===== config.mk =====
export PLATFORM = sky130hd
export DESIGN_NAME = rice_inst_decode_stage
export DESIGN_NICKNAME = d
export VERILOG_FILES = /design/src/rtl/rice_inst_decode_stage.sv
export SDC_FILE = /design/constraint.sdc
export NUM_CORES = 1
export LEC_CHECK = 0
export CAP_MARGIN = 40
export CORE_UTILIZATION = 51
export DETAILED_ROUTE_END_ITERATION = 10
export PLACE_DENSITY = 0.81
export SYNTH_ARGS = -nofsm -noshare
export SYNTH_HDL_FRONTEND = slang
export SYNTH_SLANG_ARGS = --single-unit

===== constraint.sdc =====
create_clock -name i_clk -period 2.6 [get_ports i_clk]
set_clock_uncertainty 0.15 [all_clocks]
set_input_delay 0.52 -clock i_clk [delete_from_list [all_inputs] [get_ports i_clk]]
set_output_delay 0.52 -clock i_clk [all_outputs]
set_load 0.005 [all_outputs]

===== src/rtl/rice_inst_decode_stage.sv =====
// RV32I/RV64I instruction-decode stage: classifies {pc, inst}, extracts fields and a
// sign-extended immediate, and registers the result behind a valid/ready skid buffer.
module rice_inst_decode_stage #(
  parameter int XLEN     = 32,
  parameter int PC_WIDTH = XLEN
) (
  input  logic                i_clk,
  input  logic                i_rst_n,
  input  logic                i_flush,
  input  logic                i_valid,
  output logic                o_ready,
  input  logic [PC_WIDTH-1:0] i_pc,
  input  logic [31:0]         i_inst,
  output logic                o_valid,
  input  logic                i_ready,
  output logic [PC_WIDTH-1:0] o_pc,
  output logic [6:0]          o_opcode,
  output logic [2:0]          o_inst_type,
  output logic [4:0]          o_rs1,
  output logic [4:0]          o_rs2,
  output logic [4:0]          o_rd,
  output logic [2:0]          o_funct3,
  output logic [6:0]          o_funct7,
  output logic [XLEN-1:0]     o_imm,
  output logic                o_illegal
);

  localparam logic [6:0] OPC_LOAD     = 7'b0000011;
  localparam logic [6:0] OPC_MISC_MEM = 7'b0001111;
  localparam logic [6:0] OPC_OP_IMM   = 7'b0010011;
  localparam logic [6:0] OPC_AUIPC    = 7'b0010111;
  localparam logic [6:0] OPC_STORE    = 7'b0100011;
  localparam logic [6:0] OPC_OP       = 7'b0110011;
  localparam logic [6:0] OPC_LUI      = 7'b0110111;
  localparam logic [6:0] OPC_BRANCH   = 7'b1100011;
  localparam logic [6:0] OPC_JALR     = 7'b1100111;
  localparam logic [6:0] OPC_JAL      = 7'b1101111;
  localparam logic [6:0] OPC_SYSTEM   = 7'b1110011;

  localparam logic [2:0] TYPE_R = 3'd0;
  localparam logic [2:0] TYPE_I = 3'd1;
  localparam logic [2:0] TYPE_S = 3'd2;
  localparam logic [2:0] TYPE_B = 3'd3;
  localparam logic [2:0] TYPE_U = 3'd4;
  localparam logic [2:0] TYPE_J = 3'd5;

  // Widen a 32-bit immediate to XLEN by replicating bit 31.
  function automatic logic signed [XLEN-1:0] sext32(input logic signed [31:0] v);
    logic signed [XLEN-1:0] r;
    r = v;
    return r;
  endfunction

  logic                skid_vld;
  logic [PC_WIDTH-1:0] skid_pc;
  logic [31:0]         skid_inst;

  logic                vld_p1;
  logic [PC_WIDTH-1:0] pc_p1;
  logic [6:0]          opcode_p1;
  logic [2:0]          type_p1;
  logic [4:0]          rs1_p1, rs2_p1, rd_p1;
  logic [2:0]          funct3_p1;
  logic [6:0]          funct7_p1;
  logic [XLEN-1:0]     imm_p1;
  logic                illegal_p1;

  logic                accept;
  logic                load_out;
  logic [PC_WIDTH-1:0] src_pc;
  logic [31:0]         src_inst;

  logic [2:0]          type_p0;
  logic [4:0]          rs1_p0, rs2_p0, rd_p0;
  logic [2:0]          funct3_p0;
  logic [6:0]          funct7_p0;
  logic signed [31:0]  imm32_p0;
  logic                illegal_p0;

  assign o_ready  = !skid_vld;
  assign accept   = i_valid && !skid_vld;
  assign load_out = !vld_p1 || i_ready;
  // A full skid buffer is always older than the live input, so it feeds the output first.
  assign src_pc   = skid_vld ? skid_pc   : i_pc;
  assign src_inst = skid_vld ? skid_inst : i_inst;

  // ---- stage p0: combinational decode of the selected source ----
  always_comb begin
    type_p0    = TYPE_R;
    rs1_p0     = '0;
    rs2_p0     = '0;
    rd_p0      = '0;
    funct3_p0  = '0;
    funct7_p0  = '0;
    imm32_p0   = '0;
    illegal_p0 = 1'b0;
    case (src_inst[6:0])
      OPC_OP: begin
        rs1_p0    = src_inst[19:15];
        rs2_p0    = src_inst[24:20];
        rd_p0     = src_inst[11:7];
        funct3_p0 = src_inst[14:12];
        funct7_p0 = src_inst[31:25];
      end
      OPC_LOAD, OPC_OP_IMM, OPC_JALR, OPC_MISC_MEM, OPC_SYSTEM: begin
        type_p0   = TYPE_I;
        rs1_p0    = src_inst[19:15];
        rd_p0     = src_inst[11:7];
        funct3_p0 = src_inst[14:12];
        imm32_p0  = {{20{src_inst[31]}}, src_inst[31:20]};
      end
      OPC_STORE: begin
        type_p0   = TYPE_S;
        rs1_p0    = src_inst[19:15];
        rs2_p0    = src_inst[24:20];
        funct3_p0 = src_inst[14:12];
        imm32_p0  = {{20{src_inst[31]}}, src_inst[31:25], src_inst[11:7]};
      end
      OPC_BRANCH: begin
        type_p0   = TYPE_B;
        rs1_p0    = src_inst[19:15];
        rs2_p0    = src_inst[24:20];
        funct3_p0 = src_inst[14:12];
        imm32_p0  = {{19{src_inst[31]}}, src_inst[31], src_inst[7],
                     src_inst[30:25], src_inst[11:8], 1'b0};
      end
      OPC_LUI, OPC_AUIPC: begin
        type_p0  = TYPE_U;
        rd_p0    = src_inst[11:7];
        imm32_p0 = {src_inst[31:12], 12'b0};
      end
      OPC_JAL: begin
        type_p0  = TYPE_J;
        rd_p0    = src_inst[11:7];
        imm32_p0 = {{11{src_inst[31]}}, src_inst[31], src_inst[19:12],
                    src_inst[20], src_inst[30:21], 1'b0};
      end
      // Any opcode outside the base set, including inst[1:0] != 2'b11, lands here.
      default: illegal_p0 = 1'b1;
    endcase
  end

  // ---- stage p1: control for output register and skid buffer ----
  always_ff @(posedge i_clk or negedge i_rst_n) begin
    if (!i_rst_n) begin
      vld_p1   <= 1'b0;
      skid_vld <= 1'b0;
    end else if (i_flush) begin
      vld_p1   <= 1'b0;
      skid_vld <= 1'b0;
    end else if (load_out) begin
      vld_p1   <= skid_vld || accept;
      skid_vld <= 1'b0;
    end else if (accept) begin
      skid_vld <= 1'b1;
    end
  end

  always_ff @(posedge i_clk or negedge i_rst_n) begin
    if (!i_rst_n) begin
      skid_pc    <= '0;
      skid_inst  <= '0;
      pc_p1      <= '0;
      opcode_p1  <= '0;
      type_p1    <= TYPE_R;
      rs1_p1     <= '0;
      rs2_p1     <= '0;
      rd_p1      <= '0;
      funct3_p1  <= '0;
      funct7_p1  <= '0;
      imm_p1     <= '0;
      illegal_p1 <= 1'b0;
    end else if (!i_flush) begin
      if (load_out && (skid_vld || accept)) begin
        pc_p1      <= src_pc;
        opcode_p1  <= src_inst[6:0];
        type_p1    <= type_p0;
        rs1_p1     <= rs1_p0;
        rs2_p1     <= rs2_p0;
        rd_p1      <= rd_p0;
        funct3_p1  <= funct3_p0;
        funct7_p1  <= funct7_p0;
        imm_p1     <= sext32(imm32_p0);
        illegal_p1 <= illegal_p0;
      end
      if (!load_out && accept) begin
        skid_pc   <= i_pc;
        skid_inst <= i_inst;
      end
    end
  end

  assign o_valid     = vld_p1;
  assign o_pc        = pc_p1;
  assign o_opcode    = opcode_p1;
  assign o_inst_type = type_p1;
  assign o_rs1       = rs1_p1;
  assign o_rs2       = rs2_p1;
  assign o_rd        = rd_p1;
  assign o_funct3    = funct3_p1;
  assign o_funct7    = funct7_p1;
  assign o_imm       = imm_p1;
  assign o_illegal   = illegal_p1;

endmodule


==> run summary, run 1 <==
The flow ran to the end, and the final reports show no timing, DRC or antenna violations. The overall overflow remaining after global route is 0. The maximum count of clock buffers along a single path is 2.

The largest single stage delay on the critical path is roughly 500 ps. The minimum clock period after layout is 2390 ps. For this run, the top clock speed supported by timing is 0.419 GHz. The worst register-to-register path begins at skid_vld$_DFFE_PN0P_. For this run, the detailed router's first-pass iteration total came to 5.

The area of the core is 0.0145 mm^2. The largest fanout on the critical path is 32. The clock latency reported for the late side of the worst-skew pair came out at approximately 430 ps.

The die outline area came out at 0.0153 mm^2. The final total power came out at between 0.007 and 0.008 W. CTS placed an instance of sky130_fd_sc_hd__clkbuf_16 at the clock tree root.

The number of clock buffers inserted by TritonCTS came out at 17. The number of global-route vias before repair is 5912. Max-cap violations in this run came to 0.

The arrival time of data at the critical path endpoint came out at 1720 ps. approximately 170 I/O pins were placed. In the final layout, the share of cells above drive strength 1 is between 10% and 20%. The worst hold path depth came out at 2.

The number of vias after detailed routing is 5725. In the final routed layout, each cell accounts on average for roughly 18 um. Tracing the worst setup path back leads to its startpoint at skid_vld$_DFFE_PN0P_. The area occupied by registers is ~0.0042 mm^2.

The number of resized instances in the post-cts repair step came out at 0. The weighted congestion at the end of routability-driven global placement is 0.808. Once detailed placement completed, the half-perimeter wirelength came to 13.2 mm. The wire length of the first global-routing pass is 29.9 mm. The number of warnings issued by yosys came out at 0. For this block, the initial DRC count from the detailed router was 332. Hold is met by 333 ps.

The endpoint required time on the critical path came out at 1930 ps. The clock-pin slew of the registers on the worst-case setup and hold paths came out at around 60 ps. The analysis attributes to cell leakage a power of about 4.4 nW. Setup repair after global routing left no endpoint under its margin. The quantity of I/O buffers inserted on ports came out at 170. The number of pins with negative max-slew slack in the final report is 0. The clock sink count came out at 166. The worst setup path is of the flip-flop to output port kind.

The mux cell area share after synthesis is 19.9%. The worst register-to-register path has a setup slack of around 260 ps. The share of synthesized flip-flops with an asynchronous set or reset came out at 100%. In this run the worst hold path is classified as flip-flop to flip-flop.

The top cell types in the final layout, fill and taps aside, are 169 x sky130_fd_sc_hd__clkdlybuf4s50_1, 165 x sky130_fd_sc_hd__dfrtp_1, 87 x sky130_fd_sc_hd__nand2_1. The measured slew at the worst slew-check pin came out at 478 ps. The layout overhead on the synthesized area is 37.9%. The setup violation total in the final timing report is 0. Counting flops with a built-in enable in the synthesized netlist gives 0. The average cell area after synthesis came out at around 12 um^2. The largest net degree at the start of global routing is 60. The capture instance of the worst register-to-register path is o_imm[27]$_DFFE_PN0P_.

Synthesis produced 637 cells. The number of unique standard cell types used by synthesis came out at 53. The portion of the post-synthesis area used by sequential elements is 54.8%. The multi-input combinational cells in the finished layout cover a total of 0.00318 mm^2.

The worst ir drop on vdd is 0.482 mV. Global routing used about a quarter of the available tracks. The die span in x is 124 um. The compound-gate portion of the synthesized area is 13.0%. TritonCTS built the clock tree. The total power density per cell area came out at 685 mW/mm^2. The synthesized net count came out at roughly 710. The final non-filler cell total is 1027. Once the floorplan was initialized, standard cells occupied 52.1% of the core.

The mapped cell area is 0.00757 mm^2. The number of fill cells in the layout is about 1000. The number of H-tree branching levels came out at 4. The number of cells in the design after placement came out at between 900 and 1k. The combinational family with the most area after synthesis is multiplexers.

The share of the clock period used by the worst path came out at ~90%. The number of core rows is 44. The sort of element at the end of the critical path is an output port. The antenna violation net count after detailed routing came out at 0.

The floorplan die height came out at between 100 and 150 um. The remaining max-slew budget at the tightest pin is 68.1%. The post-synthesis sequential element count came out at ~170. The number of antenna repair diodes is 0. Leaving out fill and tap cells, the most frequent cell in the layout is sky130_fd_sc_hd__clkdlybuf4s50_1. The worst setup path is launched from a flip-flop.

The total detailed-routing wirelength is 18.9 mm. The simple-gate portion of the synthesized area is between 8 and 9%. The xor-xnor portion of the synthesized cell area is 0.116%. The via density per instance came out at 5.57.

The initial antenna violation count came out at 0. Counting cells, the worst reg-to-reg path comes to 7. The number of remaining DRC errors is 0. The post-synthesis adder-cell area fraction came out at 0.132%. The number of nets in the layout is 901. The count of final hold-check violations is 0. The most critical setup path has its endpoint at o_ready. The signal on the critical path passes through buf_12 > inv_1 > clkdlybuf4s50_1. The most used flip-flop cell after synthesis is sky130_fd_sc_hd__dfrtp_1. For this design, the slowest cell found on the critical path is sky130_fd_sc_hd__dfrtp_4.
[how the worst min path moves through the flow]
| stage | from | to | slack, ps |
|---|---|---|---|
| final | o_pc[27]$_DFFE_PN0P_ | o_pc[27]$_DFFE_PN0P_ | 330 |
| after CTS | o_pc[12]$_DFFE_PN0P_ | o_pc[12]$_DFFE_PN0P_ | 340 |
| after global placement | o_pc[1]$_DFFE_PN0P_ | o_pc[1]$_DFFE_PN0P_ | 310 |
| after floorplan | i_rst_n | o_funct3[0]$_DFFE_PN0P_ | 70 |
| after global routing | o_pc[12]$_DFFE_PN0P_ | o_pc[12]$_DFFE_PN0P_ | 350 |
| after detailed placement | o_pc[12]$_DFFE_PN0P_ | o_pc[12]$_DFFE_PN0P_ | 320 |
[report_power, final]
part           switching, W  internal (W)  total, W
registers          0.000215       0.00296   0.00318
clock network      0.000986       0.00188   0.00287
logic              0.000452      0.000654   0.00111
total               0.00165       0.00550   0.00715
[what timing repair did]
item                       CTS  global route
buffers inserted             1             0
hold buffers                 1             0
hold endpoints to repair    48             0
setup endpoints to repair    1             0
[flip-flops by register name, indices dropped and copies added (netlist names)]
name and count:
o_illegal 1, skid_inst 32, skid_vld 1, o_pc 32
o_inst_type 3, o_rs2 5, o_valid 1, o_funct7 7
o_rd 5, o_imm 32, skid_pc 32, o_funct3 3
o_rs1 5, o_opcode 7
[cell families after synthesis]
kind of cell | count (synthesis)
simple gates | 140
xor+xnor | 1
fa+ha+maj | 1
buf+inv | 50
mux | 135
compound gates | 144
flops | 166
[critical path: cells and delay by family, from the launching register on]
kind | cells | cell delay (ps)
buffers and inverters | 3 | 770
flip-flops | 1 | 510
[synthesized netlist by cell type, types with 2 or more instances]
cell type | number | area (um^2)
sky130_fd_sc_hd__o21ai_1 | 2 | 10.0
sky130_fd_sc_hd__nor3_1 | 5 | 25.0
sky130_fd_sc_hd__a21boi_0 | 11 | 82.6
sky130_fd_sc_hd__a221o_1 | 8 | 80.1
sky130_fd_sc_hd__mux2_4 | 3 | 45.0
sky130_fd_sc_hd__a22oi_2 | 4 | 50.1
sky130_fd_sc_hd__mux2i_4 | 4 | 90.1
sky130_fd_sc_hd__o211ai_1 | 2 | 15.0
sky130_fd_sc_hd__buf_2 | 27 | 135
sky130_fd_sc_hd__nor2_1 | 21 | 78.8
sky130_fd_sc_hd__nand2_1 | 87 | 327
sky130_fd_sc_hd__o31ai_1 | 3 | 22.5
sky130_fd_sc_hd__nor4_1 | 5 | 31.3
sky130_fd_sc_hd__a21oi_4 | 2 | 32.5
sky130_fd_sc_hd__a22oi_1 | 12 | 90.1
sky130_fd_sc_hd__buf_6 | 4 | 45.0
sky130_fd_sc_hd__inv_1 | 12 | 45.0
sky130_fd_sc_hd__clkbuf_1 | 6 | 22.5
sky130_fd_sc_hd__a21oi_1 | 10 | 50.1
sky130_fd_sc_hd__mux2_2 | 67 | 754
sky130_fd_sc_hd__o21ai_0 | 69 | 345
sky130_fd_sc_hd__dfrtp_1 | 166 | 4150
sky130_fd_sc_hd__mux2i_1 | 60 | 601
sky130_fd_sc_hd__or4b_1 | 2 | 20.0
sky130_fd_sc_hd__nand3_1 | 8 | 40.0
sky130_fd_sc_hd__a22o_1 | 9 | 78.8
sky130_fd_sc_hd__nand2b_1 | 2 | 12.5
[metrics by stage]
step           instance area [um^2]  worst slack (ps)  setup TNS (ps)  utilization, %
2_1_floorplan                  7570               418               0               -
3_3_place_gp                   9750              21.2               0            67.1
3_5_place_dp                   9750             -5.57           -9.48            67.1
4_1_cts                       10400               183               0            71.8
5_1_grt                       10400               138               0            71.8
6_report                      10400               211               0            71.8
[layer usage]
metal	up-vias	track usage (%)	wire [um]
li1	2668	-	-
met2	176	41.6	9050
met1	2855	33.7	8290
met4	0	8.73	250
met3	26	8.33	1330
met5	-	0	0
[final cells by class]
type / count / area share (%)
multi-input cells: 421 / 30.5
inverters: 12 / 0.431
clock buffers: 20 / 4.18
well taps: 184 / 2.20
repair buffers: 214 / 20.7
clock inverters: 10 / 2.18
flip-flops and latches: 166 / 39.8
Note: power is estimated with default switching activity, not from simulation.
==> run 2, diff against run 1 <==
Settings changed: CTS_BUF_LIST set to sky130_fd_sc_hd__clkbuf_8 sky130_fd_sc_hd__clkbuf_16.
==> run summary, run 2 (same netlist as run 1, synthesis figures left out) <==
The top-level I/O count came out at 171. The number of antenna repair diodes is 0. The initial antenna violation count came out at 0. The total detailed-routing wirelength came out at 19.0 mm. At the worst endpoint, the required time is between 1500 and 2000 ps. The number of core rows came out at 44. In the layout the commonest cells are 169 x sky130_fd_sc_hd__clkdlybuf4s50_1, 165 x sky130_fd_sc_hd__dfrtp_1, 87 x sky130_fd_sc_hd__nand2_1. The multi-input combinational cells in the finished layout cover a total of 0.00318 mm^2. The worst ir drop on vdd came out at 0.482 mV. The number of global-route vias before repair is 5912.

Buffers inserted during clock tree synthesis total 17. Once the floorplan was initialized, standard cells occupied 52.1% of the core. The worst hold path begins at o_pc[27]$_DFFE_PN0P_. The worst hold path depth came out at 2. Setup slack closes at 211 ps.

In this run the tool buffered the top-level ports with between 150 and 200 buffer cells. The floorplan die height came out at about 120 um. The leakage power summed over all cells is roughly 4.4 nW. The wire length of the first global-routing pass is 29.9 mm.

The endpoint identified for the worst register-to-register timing path is o_imm[27]$_DFFE_PN0P_. Dividing the detail-routed via count by the number of cells gives 5.57. The remaining max-slew budget at the tightest pin came out at 68.1%.

For this run, the detailed router's first-pass iteration total came to 5. The area of the core came out at 0.0145 mm^2. The layout overhead on the synthesized area is 37.9%.

The post-detailed-placement half-perimeter wirelength is between 10 and 15 mm. The path with the worst hold slack has its endpoint at o_pc[27]$_DFFE_PN0P_. The startpoint of the most critical register-to-register path is skid_vld$_DFFE_PN0P_. The number of remaining DRC errors came out at 0. The number of pins with negative max-slew slack in the final report is 0.

The number of cells in the design after placement came out at 995. The area occupied by registers came out at roughly 0.0042 mm^2. The die outline area is between 0.015 and 0.02 mm^2. The setup slack of the most critical reg-to-reg path is roughly 250 ps. For the worst-skew pair, the clock arrives at the later sink with an insertion delay of 430 ps. The root buffer cell chosen for the clock tree is sky130_fd_sc_hd__clkbuf_16. The minimum clock period after layout came out at 2390 ps. The critical path in this run is classified as flip-flop to output port. The flow ran to the end, and the final reports show no timing, DRC or antenna violations.

The number of fill cells in the layout came out at 996. The overall overflow remaining after global route came out at 0. The setup violation total in the final timing report is 0.

The number of resized instances in the post-cts repair step came out at 0. The worst-case reg-to-reg path depth is 7. In this run the worst setup path begins at skid_vld$_DFFE_PN0P_.

The die span in x came out at 124 um. Setup repair after global routing left no endpoint under its margin. Prior to clock tree synthesis, the placed netlist has a worst setup slack of -5.57 ps.

The number of nets in the layout is 901. Clock tree synthesis found a total of roughly 170 sinks. TritonCTS built the clock tree.

The mean routed wirelength per cell came out at 18.5 um. Global routing consumed, over all layers together, 26.1% of the routing resources. The share of post-route cells with drive strength above 1 is 19.8%. The total power density per cell area came out at approximately 700 mW/mm^2. The weighted congestion at the end of routability-driven global placement is 0.808. The count of routing violations after the opening detailed-route iteration came out at 336. The final non-filler cell total is 1027. Data arrives at the worst endpoint at 1720 ps. In this run the worst hold path is classified as flip-flop to flip-flop. After clock tree synthesis, the clock-pin slew on the worst setup and hold paths is 60 ps. STA classifies the critical path endpoint as an output port. Leaving out fill and tap cells, the most frequent cell in the layout is sky130_fd_sc_hd__clkdlybuf4s50_1. The number of vias after detailed routing came out at 5725. The number of H-tree branching levels is 4.

The share of the clock period used by the worst path came out at 91.9%. The count of final hold-check violations is 0. The antenna violation net count after detailed routing came out at 0. The measured slew at the worst slew-check pin is 478 ps. The worst setup path is launched from a flip-flop. The largest net degree at the start of global routing came out at 60. Along the worst path, the maximum fanout reaches 32.

The tool flagged a number of max-cap violations equal to 0. The achievable frequency is approximately 0.42 GHz. The maximum count of clock buffers along a single path is 2.
## run 2: cell types whose count changed in the layout (fill, tap and decap cells not counted), sizes merged
| cell | before | now |
|---|---|---|
| clkbuf | 20 | 17 |
| inv | 12 | 15 |
## run 2: stage by stage
step	area, um^2	total power [W]	util, %	setup TNS [ps]	hold WS (ps)
after floorplan	7570	0.00370	-	0	74.4
after global placement	9750	0.00425	67.1	0	312
after detailed placement	9750	0.00433	67.1	-9.48	322
after CTS	10400	0.00720	71.8	0	336
after global routing	10400	0.00745	71.8	0	347
final	10400	0.00714	71.8	0	333
## run 2: how the worst max path moves through the flow
stage,to,slack [ps],cells after the start
6_report,o_ready,210,3
4_1_cts,o_ready,180,3
2_1_floorplan,o_imm[21]$_DFFE_PN0P_,420,7
5_1_grt,o_ready,140,3
3_3_place_gp,o_imm[30]$_DFFE_PN0P_,20,7
3_5_place_dp,o_imm[27]$_DFFE_PN0P_,-6,8
## run 2: layout make-up
type | count | share of cell area (%)
clock buffer | 17 | 4.07
clock inverter | 13 | 2.29
inverter | 12 | 0.431
multi-input combinational | 421 | 30.5
sequential | 166 | 39.8
tap | 184 | 2.20
timing repair buffer | 214 | 20.7
## run 2: report_power, final
| group | switching (W) | internal [W] |
|---|---|---|
| clock network | 0.000987 | 0.00187 |
| registers | 0.000215 | 0.00296 |
| logic | 0.000452 | 0.000654 |
## run 2: repair_timing
action,CTS,global route
setup buffers,1,0
hold buffers,1,0
hold endpoints to repair,48,0
endpoints found under the setup margin,1,0
## run 2: metal layers
layer | vias up | part of all wire, % | GRT usage, %
met2 | 178 | 48 | 41.6
met4 | 0 | 1.4 | 8.73
met3 | 28 | 7.0 | 8.33
met1 | 2852 | 44 | 33.7
li1 | 2667 | - | -
met5 | - | 0 | 0
## run 2: critical path: stages (launching register included)
cell	delay (ps)
sky130_fd_sc_hd__dfrtp_4	510
sky130_fd_sc_hd__buf_12	200
sky130_fd_sc_hd__inv_1	80
sky130_fd_sc_hd__clkdlybuf4s50_1	490
